### src/rtl/snl_pkg.sv
// Shared types and board data for the snakes-and-ladders token mover.
package snl_pkg;

   localparam int unsigned BOARD_MAX_DEF = 100;
   localparam int unsigned POS_W         = 7;

   typedef enum logic [2:0] {
      StIdle,
      StStep,
      StJump,
      StNext,
      StWin
   } state_e;

   // Single lookup only: no destination is also a source, so chaining never applies.
   function automatic logic [POS_W-1:0] jump_table(input logic [POS_W-1:0] pos);
      logic [POS_W-1:0] dst;
      dst = pos;
      case (pos)
         7'd4:    dst = 7'd14;
         7'd9:    dst = 7'd31;
         7'd28:   dst = 7'd84;
         7'd40:   dst = 7'd59;
         7'd71:   dst = 7'd91;
         7'd17:   dst = 7'd7;
         7'd54:   dst = 7'd34;
         7'd62:   dst = 7'd19;
         7'd87:   dst = 7'd24;
         7'd99:   dst = 7'd78;
         default: dst = pos;
      endcase
      return dst;
   endfunction

endpackage

### src/rtl/snl_step_timer.sv
// Loadable down-counter that paces token movement; tick is high while the count is zero.
module snl_step_timer #(
   parameter int unsigned STEP_CYCLES = 25_000_000
) (
   input  logic clock,
   input  logic Clear_b,
   input  logic load,
   output logic tick
);

   localparam int unsigned CntW = (STEP_CYCLES > 1) ? $clog2(STEP_CYCLES) : 1;
   localparam logic [CntW-1:0] LoadVal = CntW'(STEP_CYCLES - 1);

   logic [CntW-1:0] count_q, count_d;

   always_comb begin
      count_d = count_q;
      if (load) begin
         count_d = LoadVal;
      end else if (count_q != '0) begin
         count_d = count_q - CntW'(1);
      end
   end

   always_ff @(posedge clock or negedge Clear_b) begin
      if (!Clear_b) begin
         count_q <= '0;
      end else begin
         count_q <= count_d;
      end
   end

   assign tick = (count_q == '0);

endmodule

### src/rtl/snl_token_mover.sv
// Two-player token mover: accepts dice rolls, steps tokens, applies snakes/ladders, finds winner.
// Optional macro SNL_EXTRA_TURN_ON_SIX_EN: a non-winning accepted 6 keeps the turn.
module snl_token_mover
   import snl_pkg::*;
#(
   parameter int unsigned BOARD_MAX   = BOARD_MAX_DEF,
   parameter int unsigned STEP_CYCLES = 25_000_000
) (
   input  logic       clock,
   input  logic       Clear_b,
   input  logic       roll_valid,
   input  logic [2:0] roll_val,
   output logic       roll_ready,
   output logic       roll_err,
   output logic [6:0] pos_p0,
   output logic [6:0] pos_p1,
   output logic       turn,
   output logic       busy,
   output logic       overshoot,
   output logic       winner_valid,
   output logic       winner
);

   localparam logic [7:0]       BoardMax8 = 8'(BOARD_MAX);
   localparam logic [POS_W-1:0] BoardMaxP = POS_W'(BOARD_MAX);

   state_e           state_q, state_d;
   logic [POS_W-1:0] pos0_q, pos0_d, pos1_q, pos1_d;
   logic             turn_q, turn_d;
   logic [2:0]       rem_q, rem_d;
   logic             winner_q, winner_d;
   logic             err_q, err_d;
   logic             ovs_q, ovs_d;

   logic             timer_load, tick;
   logic [POS_W-1:0] cur_pos, new_pos;
   logic             pos_wr;
   logic [7:0]       sum;
   logic             roll_legal, accept_legal;
   logic             keep_turn;

   snl_step_timer #(
      .STEP_CYCLES(STEP_CYCLES)
   ) u_step_timer (
      .clock  (clock),
      .Clear_b(Clear_b),
      .load   (timer_load),
      .tick   (tick)
   );

   assign cur_pos      = turn_q ? pos1_q : pos0_q;
   assign sum          = {1'b0, cur_pos} + {5'b0, roll_val};
   assign roll_legal   = (roll_val != 3'd0) && (roll_val != 3'd7);
   assign accept_legal = (state_q == StIdle) && roll_valid && roll_legal;

`ifdef SNL_EXTRA_TURN_ON_SIX_EN
   logic six_q, six_d;

   assign six_d = accept_legal ? (roll_val == 3'd6) : six_q;

   always_ff @(posedge clock or negedge Clear_b) begin
      if (!Clear_b) begin
         six_q <= 1'b0;
      end else begin
         six_q <= six_d;
      end
   end

   assign keep_turn = six_q;
`else
   assign keep_turn = 1'b0;
`endif

   always_comb begin
      state_d    = state_q;
      pos0_d     = pos0_q;
      pos1_d     = pos1_q;
      turn_d     = turn_q;
      rem_d      = rem_q;
      winner_d   = winner_q;
      err_d      = 1'b0;
      ovs_d      = 1'b0;
      timer_load = 1'b0;
      new_pos    = cur_pos;
      pos_wr     = 1'b0;

      unique case (state_q)
         StIdle: begin
            if (roll_valid) begin
               if (!roll_legal) begin
                  err_d = 1'b1;
               end else begin
                  rem_d = roll_val;
                  if (sum > BoardMax8) begin
                     ovs_d   = 1'b1;
                     state_d = StNext;
                  end else begin
                     timer_load = 1'b1;
                     state_d    = StStep;
                  end
               end
            end
         end
         StStep: begin
            if (tick) begin
               new_pos    = cur_pos + 7'd1;
               pos_wr     = 1'b1;
               rem_d      = rem_q - 3'd1;
               timer_load = 1'b1;
               if (rem_q == 3'd1) begin
                  state_d = StJump;
               end
            end
         end
         StJump: begin
            new_pos = jump_table(cur_pos);
            pos_wr  = 1'b1;
            state_d = StNext;
         end
         StNext: begin
            if (cur_pos == BoardMaxP) begin
               winner_d = turn_q;
               state_d  = StWin;
            end else begin
               turn_d  = keep_turn ? turn_q : ~turn_q;
               state_d = StIdle;
            end
         end
         StWin: begin
            state_d = StWin;
         end
         default: begin
            state_d = StIdle;
         end
      endcase

      // Only the active player's token ever moves.
      if (pos_wr) begin
         if (turn_q) begin
            pos1_d = new_pos;
         end else begin
            pos0_d = new_pos;
         end
      end
   end

   always_ff @(posedge clock or negedge Clear_b) begin
      if (!Clear_b) begin
         state_q  <= StIdle;
         pos0_q   <= '0;
         pos1_q   <= '0;
         turn_q   <= 1'b0;
         rem_q    <= '0;
         winner_q <= 1'b0;
         err_q    <= 1'b0;
         ovs_q    <= 1'b0;
      end else begin
         state_q  <= state_d;
         pos0_q   <= pos0_d;
         pos1_q   <= pos1_d;
         turn_q   <= turn_d;
         rem_q    <= rem_d;
         winner_q <= winner_d;
         err_q    <= err_d;
         ovs_q    <= ovs_d;
      end
   end

   assign roll_ready   = (state_q == StIdle);
   assign busy         = (state_q != StIdle) && (state_q != StWin);
   assign winner_valid = (state_q == StWin);
   assign winner       = winner_q;
   assign roll_err     = err_q;
   assign overshoot    = ovs_q;
   assign pos_p0       = pos0_q;
   assign pos_p1       = pos1_q;
   assign turn         = turn_q;

endmodule

### config.mk
export PLATFORM = sky130hd
export DESIGN_NAME = snl_token_mover
export DESIGN_NICKNAME = d
export VERILOG_FILES = /design/src/rtl/snl_pkg.sv /design/src/rtl/snl_step_timer.sv /design/src/rtl/snl_token_mover.sv
export SDC_FILE = /design/constraint.sdc
export NUM_CORES = 1
export LEC_CHECK = 0
export ABC_AREA = 1
export BUFFER_PORTS_ARGS = -buffer_cell sky130_fd_sc_hd__buf_2
export CAP_MARGIN = 25
export CORE_MARGIN = 10
export CORE_UTILIZATION = 50
export CTS_CLUSTER_SIZE = 16
export DETAILED_ROUTE_END_ITERATION = 8
export PLACE_DENSITY = 0.72
export SKIP_LAST_GASP = 1
export SYNTH_ARGS = -nofsm -noshare
export SYNTH_HDL_FRONTEND = slang
export SYNTH_SLANG_ARGS = --single-unit
### constraint.sdc
create_clock -name clock -period 4.1 [get_ports clock]
set_clock_uncertainty 0.15 [all_clocks]
set_input_delay 0.41 -clock clock [delete_from_list [all_inputs] [get_ports clock]]
set_output_delay 0.41 -clock clock [all_outputs]
set_load 0.01 [all_outputs]
==> results by group <==
Status
  – Outcome: finished clean

GRT
  – Initial antenna violation count: 0
  – First-pass GRT wire length: 15900 µm
  – Largest net degree at the start of global routing: 32
  – Congestion Overflow GR: 0
  – Total Routing Usage GR: 16.7%
  – Vias in the first global route: 3449

Critical path
  – WS Path Type: reg2reg
  – Critical Path, Cell by Cell: inv_2, or2_2, o21ai_1, inv_1, ha_1, inv_1, fa_1, o21ai_0, nand3_1, o21ai_0, nand4_1, nand2_1, nand2_2, nand2_4, nand2_4, nor2_1
  – Worst-path fanout max: 18
  – Startpoint types: register
  – Highest-delay cell along the critical path: dfrtp_1
  – Crit-path leading delay family: simple AND/OR/NAND/NOR gates
  – Reg2reg setup slack: 0.67 ns
  – Crit-path max cell delay: 0.40 ns
  – Data required time of the critical path: 4.19 ns
  – CP arrival: 3.53 ns
  – Crit. End Element: register
  – WP buf/inv: 3

Yosys
  – Yosys cell types: 36
  – FF+latch count, synth: 49
  – Post-Synth Adder-Cell Area: 3.87%
  – Post-Syn Instances: 540
  – Main area contributors after synthesis: dfrtp_1, nand2_1, nor2_1, inv_1, nand3_1
  – Share of the synthesized area in the top cell type: 32.7%
  – Compound-gate portion of the synthesized area: 4.64%
  – Syn avg cell area: 6.94 µm²
  – Main combinational cell family by area after synthesis: simple AND/OR/NAND/NOR gates
  – Top_reg_cell synth: dfrtp_1
  – Mapped Area: 3750 µm²
  – Most numerous cell in the Yosys netlist: nand2_1
  – Async SR Flop Fraction: 100%
  – Synth area leader: dfrtp_1
  – Syn_nets: 557
  – Sequential area share after synthesis: 32.7%
  – Post-synth top cells: nand2_1, nor2_1, inv_1
  – Post-synthesis mux area share: 0%
  – Post-Synth Simple-Gate Area: 45.6%
  – Post-Synth XOR/XNOR Area: 4.91%
  – Number of flops mapped to enable cells by yosys: 0
  – Yosys warnings: 0

STA
  – Setup TNS Final: 0 ns
  – Fin crit share: 83.7%
  – RSZ-0062 raised after global routing: false
  – Final-report hold violation count: 0
  – F_max: 0.291 GHz
  – Slew HR: 58.8%
  – Minimum clock period: 3.43 ns
  – Final Setup Violations: 0
  – Measured slew at the worst slew-check pin: 0.617 ns
  – Max Slew Vio Count: 0

Worst hold path
  – Min-delay worst type: in2reg

CTS
  – CTS resizes: 0
  – Num CTS Buffers: 5
  – Clock Tree Root: clkbuf_8
  – Worst-case clock buffer depth: 2
  – CTS tree: built
  – Clock slew seen by the registers of the worst setup and hold paths: 0.10 ns
  – Clock sink total: 49
  – Clock latency on the worst-skew pair: 0.31 ns
  – # Post-CTS Setup Buffers: 0
  – H-tree Lvls: 2

Floorplanning
  – Die width: 107 µm
  – Core area: 7250 µm²
  – Top Ports: 27
  – Die area: 11400 µm²
  – Site row count: 31
  – Starting density of the core: 51.7%
  – Die H: 107 µm

Placement
  – IO buf count: 26
  – Hpwl dp: 7130 µm
  – Gpl congestion: 0.968

Power
  – Part of the power in the clock network: 38.6%
  – P_sw: 0.000195 W
  – PwrDens: 201 nW/µm²
  – Int Pwr: 0.000627 W
  – Peak supply drop: 0.0000969 V
  – LEAKAGE: 2.18 nW
  – Combinational Power Share: 2.7%
  – Sw frac: 23.7%
  – Reg power frac: 58.7%
  – Total Power: 0.000822 W

Route
  – Routed WL: 9240 µm
  – Wire per inst: 13.8 µm
  – Initial DRC Count: 221
  – Via/cell ratio: 5.22
  – Vias: 3502
  – 1st-pass router iterations: 5
  – Routed Antenna Nets: 0
  – Number of remaining DRC errors: 0

Finish
  – Area of the multi-input gates: 2210 µm²
  – Reg area: 1230 µm²
  – Antenna cells: 0
  – Final nets: 588
  – Area grow syn2layout: 8.95%
  – Layout cells sized above 1: 15.2%
  – Fillers: 705

Run
  – Max Cap Violations: 0
[flip-flops by register name, summed over array words and instances (netlist names)]
register,cells
u_step_timer.count_q,25
pos_p0,7
pos_p1,7
rem_q,3
state_q,3
overshoot,1
roll_err,1
turn,1
winner,1
[through the flow]
stage / area, µm² / instances / util, % / worst slack, ns / hold WS (ns)
2_1_floorplan: 3750 / 540 / - / 1.06 / -0.0356
3_3_place_gp: 3960 / 661 / 54.5 / 0.909 / 0.333
3_5_place_dp: 3980 / 662 / 54.8 / 0.708 / 0.240
4_1_cts: 4080 / 671 / 56.3 / 0.692 / 0.162
5_1_grt: 4080 / 671 / 56.3 / 0.331 / 0.177
6_report: 4080 / 671 / 56.3 / 0.667 / 0.160
[layout by cell type (no fill, tap or decap), types with 10 or more instances in the layout]
cell type and n:
nand2_1 165, nor2_1 81, inv_1 58, dfrtp_1 49
nand3_1 33, buf_2 26, o21ai_0 20, xor2_1 14
nand4_1 13, nand3_2 11, ha_1 10
[repair_timing]
action                                 CTS  global route
setup endpoints to repair                0             0
hold buffers                             1             0
endpoints found under the hold margin   18             0
[power groups by stage]
stage / logic (W) / registers [W] / clock network [W]
2_1_floorplan: 0.00000517 / 0.000493 / 0
3_3_place_gp: 0.0000196 / 0.000492 / 0
3_5_place_dp: 0.0000224 / 0.000492 / 0
4_1_cts: 0.0000231 / 0.000483 / 0.000320
5_1_grt: 0.0000263 / 0.000483 / 0.000333
6_report: 0.0000222 / 0.000483 / 0.000317
[cell families after synthesis]
logic type / Yosys count
adder cells (fa/ha/maj): 11
buffers and inverters: 71
flip-flops: 49
AND/OR/NAND/NOR: 356
AO/OA/AOI/OAI: 32
XOR/XNOR: 21
[cell type report]
class | instances | share of cell area [%]
timing repair buffer | 31 | 4.47
sequential | 49 | 30.0
clock inverter | 2 | 0.337
clock buffer | 6 | 2.02
tap | 99 | 3.03
multi-input combinational | 420 | 54.2
inverter | 64 | 5.88
[worst register-to-register path: cells and delay by family, from the launching register on]
kind / cells / cell delay, ns
flops: 1 / 0.40
compound gates: 3 / 0.69
simple gates: 8 / 1.09
fa+ha+maj: 2 / 0.60
buf+inv: 3 / 0.45
[path summary, 6_finish.rpt]
check                                          end        from  cells past startpoint
setup / recovery           u_step_timer.count_q[8]        turn                     16
hold / removal                            roll_err  roll_valid                      3
setup reg to reg           u_step_timer.count_q[8]        turn                     16
hold reg to reg                             winner      winner                      2
max in group asynchronous                pos_p1[1]     Clear_b                      3
min in group asynchronous                 rem_q[2]     Clear_b                      2
[layer usage]
metal,GRT usage (%),vias up,share of wire [%]
met1,20.4,1607,43
met2,28.7,108,49
met4,7.06,0,2.9
li1,-,1767,-
met5,0,-,0
met3,2.16,20,4.8
(Power assumes the default switching activity.)
